[src/rtl/rot_issue_seq.sv]
// rot_issue_seq: instruction sequencer and 8x8 register file driving an external rotate stage
module rot_issue_seq #(
  parameter logic [3:0] TMO = 4'd15
) (
  input  logic       clk,
  input  logic       rst_n,
  input  logic [7:0] instr,
  input  logic [7:0] data_in,
  input  logic       instr_valid,
  output logic       instr_ready,
  output logic [7:0] rot_in,
  output logic [2:0] rot_cntrl,
  output logic [3:0] rot_sel,
  input  logic       rot_busy,
  input  logic [7:0] rot_out,
  output logic [7:0] dout,
  output logic       dout_valid,
  output logic       err
);
  typedef enum logic [2:0] {IDLE, ISSUE, WAIT_HI, WAIT_LO, WB} state_t;
  state_t state, nxt;
  logic [7:0] regs [8];
  logic [2:0] idx;
  logic [7:0] res;
  logic [3:0] cnt;
  logic [2:0] op, ri;
  logic acc, tmo_hit, unused_ok;
  assign op = instr[7:5];
  assign ri = instr[4:2];
  assign unused_ok = ^instr[1:0];
  assign instr_ready = state == IDLE;
  assign rot_sel = state == ISSUE ? 4'b0000 : 4'b1111;
  assign acc = instr_valid & instr_ready;
  assign tmo_hit = cnt == TMO - 4'd1;
  always_comb begin
    nxt = state;
    case (state)
      IDLE:    nxt = acc && op[2:1] == 2'b00 ? ISSUE : IDLE;
      ISSUE:   nxt = WAIT_HI;
      WAIT_HI: nxt = rot_busy ? WAIT_LO : tmo_hit ? IDLE : WAIT_HI;
      WAIT_LO: nxt = !rot_busy ? WB : tmo_hit ? IDLE : WAIT_LO;
      WB:      nxt = IDLE;
      default: nxt = IDLE;
    endcase
  end
  always_ff @(posedge clk)
    if (!rst_n) state <= IDLE;
    else state <= nxt;
  always_ff @(posedge clk) begin
    if (!rst_n) begin
      for (int i = 0; i < 8; i++) regs[i] <= '0;
      idx <= '0;
      res <= '0;
      cnt <= '0;
      rot_in <= '0;
      rot_cntrl <= '0;
      dout <= '0;
      dout_valid <= 1'b0;
      err <= 1'b0;
    end else begin
      dout_valid <= 1'b0;
      err <= 1'b0;
      case (state)
        IDLE: if (acc) begin
          if (op[2]) err <= 1'b1;
          else if (op == 3'b010) regs[ri] <= data_in;
          else if (op == 3'b011) begin
            dout <= regs[ri];
            dout_valid <= 1'b1;
          end else begin
            idx <= ri;
            rot_in <= regs[ri];
            rot_cntrl <= {2'b00, op[0]};
          end
        end
        ISSUE: cnt <= '0;
        WAIT_HI: if (rot_busy) begin
          res <= rot_out;
          cnt <= '0;
        end else if (tmo_hit) err <= 1'b1;
        else cnt <= cnt + 4'd1;
        WAIT_LO: if (rot_busy) begin
          if (tmo_hit) err <= 1'b1;
          else cnt <= cnt + 4'd1;
        end
        WB: begin
          regs[idx] <= res;
          dout <= res;
          dout_valid <= 1'b1;
        end
        default: ;
      endcase
    end
  end
endmodule
[config.mk]
export PLATFORM = sky130hd
export DESIGN_NAME = rot_issue_seq
export DESIGN_NICKNAME = d
export VERILOG_FILES = /design/src/rtl/rot_issue_seq.sv
export SDC_FILE = /design/constraint.sdc
export NUM_CORES = 1
export LEC_CHECK = 0
export CAP_MARGIN = 20
export CORE_MARGIN = 1
export CORE_UTILIZATION = 50
export DETAILED_ROUTE_END_ITERATION = 7
export MAX_ROUTING_LAYER = met4
export PLACE_DENSITY = 0.85
export SYNTH_ARGS = -nofsm -noshare
export SYNTH_HDL_FRONTEND = slang
export SYNTH_SLANG_ARGS = --single-unit
[constraint.sdc]
create_clock -name clk -period 2.1 [get_ports clk]
set_input_delay 0.21 -clock clk [delete_from_list [all_inputs] [get_ports clk]]
set_output_delay 0.21 -clock clk [all_outputs]
set_load 0.03 [all_outputs]
Word-level counts from Yosys, hierarchy flattened
Memory sizes are Yosys's and may differ from the RTL's. Index checks and enable logic that the tools add are counted.

Input bits: 28. Memories kept: 1. Output and inout port bits: 26. Register bits: 37. RAM bits: 64. Logic and storage cells: 81.

Memory list: regs (depth 8, bits a word 8, read ports 1, clocked after Yosys merged registers in 0, wr ports 8, RTL line 22) `logic [7:0] regs [8];`.

Bitwise operators: 4. Reduce and logical (&&, ||, !) cells: 11. $add $sub $neg: 1. Eq/ne operators: 12. Muxes and demuxes: 43.

Operators by type and width (count): two-way mux 8 bit (6); two-way mux 1 bit (22); two-way mux 4 bit (4); one-hot mux 8 bit (2 select lines) (1); OR reduction 8 bit (2); equality test 3 x 2 -> 1 bit (second input constant) (4); one-hot mux 3 bit (4 select lines) (1); one-hot mux 4 bit (3 select lines) (1); AND reduction 5 bit (2); two-way mux 3 bit (3); two-way mux 2 bit (3); != test 2 bit (second input constant) (3); adder 4 x 1 -> 4 bit (second input constant) (1); equality test 4 bit (second input constant) (1); != test 2 x 1 -> 1 bit (second input constant) (2); AND reduction 2 bit (2); equality test 3 x 1 -> 1 bit (second input constant) (1); equality test 3 bit (second input constant) (1); zero test 3 bit (1); NOT 1 bit (3); one-hot mux 1 bit (3 select lines) (1); nonzero test 3 bit (1); zero test 2 bit (1); one-hot mux 1 bit (2 select lines) (1); 3 further kinds (3).

Longest topological paths before layout
Gate-level depths: netlist of run 1.

Depth after elaboration: 10. Gate-level depth with buffers: 8. Gate-level depth less buffers: 6.

Worst setup path before layout of run 1
OpenSTA, ideal clock, no wires.

Kind: register -> register. From: register state[2]. To: memory regs[0][0], enable pin. Buffers on the path: 3. Arrival time: 1785 ps. Cell stages (with the launch flop): 8. Period minus slack after synthesis: 2114 ps. Slack: -14 ps. Setup time: 329 ps. Data required time: 1771 ps. Cells stage by stage: dfxtp_1 -> buf_2 -> and4bb_1 -> buf_6 -> buf_6 -> mux2i_4 -> nand4_4 -> nand2_1.

RTL lines: start, declared (RTL line 21) `state_t state, nxt;`; start signal, assigned (RTL line 48) `else state <= nxt;`; end, declared (RTL line 22).

==> flow_summary.ini, run 1 <==
[run_status]
outcome = complete, but fails checks
violations = DRC

[pwr]
p_leak_nw = 2.07
p_int_w = 0.00282
vdd_ir_drop_max_v = 0.000308
p_sw_share_pct = 25.4
p_total_w = 0.00378
p_sw_w = 0.000960
pwr-share-comb_pct = 11.0
seqPwrFrac_pct = 57.5
clockPowerShare_pct = 31.5
power_density_nw_per_um2 = 668

[cells_and_area]
final_layout_size_suffix_gt1_share_pct = 21.7
regArea_um2 = 2660
nFillCells = 641
final_common_cell = nor2_1
nNetsFinal = 459
diodes = 0
areaGrowthSynthToFinish_pct = 23.4
multiInputGateArea_um2 = 1790
instances_no_fill = 542
final_area_um2 = 5660
final_cell_mix = 80 x nor2_1, 64 x edfxtp_1, 45 x clkdlybuf4s50_1

[floorplanning]
die_h_um = 97.8
start_util_pct = 52.1
dieWidth_um = 97.8
coreArea_um2 = 8810
dieArea_um2 = 9560
io_pins = 54
num_rows = 34

[route]
wl_per_cell_um = 19.9
first_pass_iters = 7
ant_nets = 0
route.detailed.drc = 10
first_iter_violations = 260
vias_per_cell = 5.97
vias = 3238
routed_wl_mm = 10.8

[hold_path]
holdCritStartpoint = rot_out[4]
hp-class = in2reg
holdPathEnd = res[4]$_SDFFE_PN0P_
hold_depth = 3

[timing]
rsz0062_at_grt = false
finalSetupViolCount = 0
fin_crit_ps = 2030
tightest_slew_ps = 568
fin_crit_sh_pct = 96.6
skew_ps = 15.3
fmax_mhz = 493
final-hold-violation-count = 0
relSlewSlack_pct = 62.1
drv_slew = 0
holdWs_ps = 441

[worst_setup_path]
crit_fanout = 8
critPathKind = reg2reg
worstSetupStartpointType = register
required_ps = 2150
rr_endpoint = regs[3][6]$_SDFFCE_PN0P_
r2r_slack_ps = 70
arrival_ps = 2080
end_kind = register
reg2reg_depth = 5
r2r-start = state[2]$_SDFF_PN0_

[yosys]
synthFlopType = edfxtp_1
async_reset_ff_share_pct = 0
synth_cell_types = 45
syn-cell-area_um2 = 4590
ys_warn_count = 0
synthCells = 352
syn_area_per_cell_um2 = 13.0
ys_seq_elements = 101
synth_edf_count = 64
seq_area_frac_synth_pct = 58.1

[clock_tree]
postCtsSetupBuffers = 0
clockBufferDepth = 2
clk_pin_slew_ps = 100
clock-sinks = 101
cts_root_buffer = clkbuf_8
cts_max_level = 3
hold_buffers = 0
clk-insertion-delay-late_ps = 380
cts_resized = 0
numCtsBuffers = 9
tritoncts = done

[grt]
grt_pass1_vias = 3194
antenna_found_initial = 0
gr-usage-all-layers_pct = 25.3
grt_pass1_wl_mm = 17.4
overflow = 0
grt_max_degree = 31

[placement]
portBuffers = 49
dp_cells = 526
placed_area_um2 = 5460
dp_hpwl_mm = 7.82
routabilityCongestion = 0.914

[flow_run]
drv_cap = 0
[cell type report]
cell class	instances	area share [%]
Multi-Input combinational cell	227	31.5
Clock inverter	6	0.951
Timing Repair Buffer	87	15.4
Clock buffer	10	2.43
Tap cell	108	2.39
Sequential cell	101	47.0
Inverter	3	0.199
[how the worst max path moves through the flow]
stage / from / endpoint / slack, ps / depth (start not counted)
2_1_floorplan: state[2]$_SDFF_PN0_ / regs[3][0]$_SDFFCE_PN0P_ / 30 / 6
3_3_place_gp: instr[6] / regs[3][2]$_SDFFCE_PN0P_ / -240 / 6
3_5_place_dp: instr[6] / regs[3][6]$_SDFFCE_PN0P_ / -280 / 6
4_1_cts: state[0]$_SDFF_PN0_ / rot_sel[2] / 60 / 4
5_1_grt: state[2]$_SDFF_PN0_ / regs[3][2]$_SDFFCE_PN0P_ / 7 / 5
6_report: state[2]$_SDFF_PN0_ / regs[3][6]$_SDFFCE_PN0P_ / 70 / 5
[through the flow]
step                setup slack [ps]  util [%]  setup TNS [ps]
floorplan                       26.2         -               0
global placement                -238      62.0          -14100
detailed placement              -283      62.0          -19160
CTS                             63.8      64.2               0
global route                    7.38      64.3               0
finish                          71.9      64.3               0
[logic make-up (layout without fill, tap and decap cells)]
family / after synthesis / after routing / synth area share, %
fa+ha+maj: 2 / 2 / 0.546
flops: 101 / 101 / 58.1
mux: 50 / 50 / 16.0
compound gates: 39 / 39 / 5.73
simple gates: 134 / 134 / 16.1
other cells: 1 / 2 / 0.0818
buf+inv: 25 / 106 / 3.52
[Yosys cell counts, types with 4 or more instances]
library cell	instances	share of area (%)
nand4_4	8	3.7
mux4_2	16	7.9
nor2_1	80	6.5
a32oi_1	8	1.5
clkbuf_1	4	0.33
a21oi_1	4	0.44
nor3_1	4	0.44
o22ai_1	8	1.1
buf_2	6	0.65
o21ai_0	10	1.1
edfxtp_1	64	42
nand2_1	20	1.6
buf_6	5	1.2
mux2i_1	28	6.1
dfxtp_1	37	16
buf_4	6	0.98
[per-layer routing]
metal  wire [um]  vias to the layer above  part of all wire, %  track usage, %
met5           0                        -                    0               -
li1            -                     1464                    -               -
met2        4980                      176                   46            37.4
met1        4500                     1567                   42            33.4
met4         444                        0                  4.1            12.4
met3         882                       31                  8.2            5.30
[flip-flops by register name (all words and copies together) (netlist names)]
signal,flops
dout_valid,1
rot_cntrl,1
err,1
regs,64
cnt,4
idx,3
res,8
rot_in,8
dout,8
state,3
[power by group through the flow]
| stage | logic, W | registers, W | clock network (W) |
|---|---|---|---|
| floorplan | 0.000217 | 0.00222 | 0 |
| global placement | 0.000401 | 0.00221 | 0 |
| detailed placement | 0.000412 | 0.00222 | 0 |
| CTS | 0.000415 | 0.00217 | 0.00119 |
| global route | 0.000440 | 0.00218 | 0.00128 |
| finish | 0.000416 | 0.00217 | 0.00119 |
[worst max-delay path, cell delays in order, from the launching register on]
cell and delay [ps]:
dfxtp_1 350, or4b_4 550, o21bai_2 230, buf_12 190
nand4_4 100, nand2_1 290
(Power assumes the default switching activity.)
==> run 2, diff against run 1 <==
--- a/config.mk
+++ b/config.mk
@@ -5,12 +5,12 @@
 export SDC_FILE = /design/constraint.sdc
 export NUM_CORES = 1
 export LEC_CHECK = 0
-export CAP_MARGIN = 20
 export CORE_MARGIN = 1
 export CORE_UTILIZATION = 50
 export DETAILED_ROUTE_END_ITERATION = 7
 export MAX_ROUTING_LAYER = met4
 export PLACE_DENSITY = 0.85
+export SKIP_CTS_REPAIR_TIMING = 1
 export SYNTH_ARGS = -nofsm -noshare
 export SYNTH_HDL_FRONTEND = slang
 export SYNTH_SLANG_ARGS = --single-unit
==> results of run 2 <==
The final DEF is identical to that of run 1; final timing and power are the same.
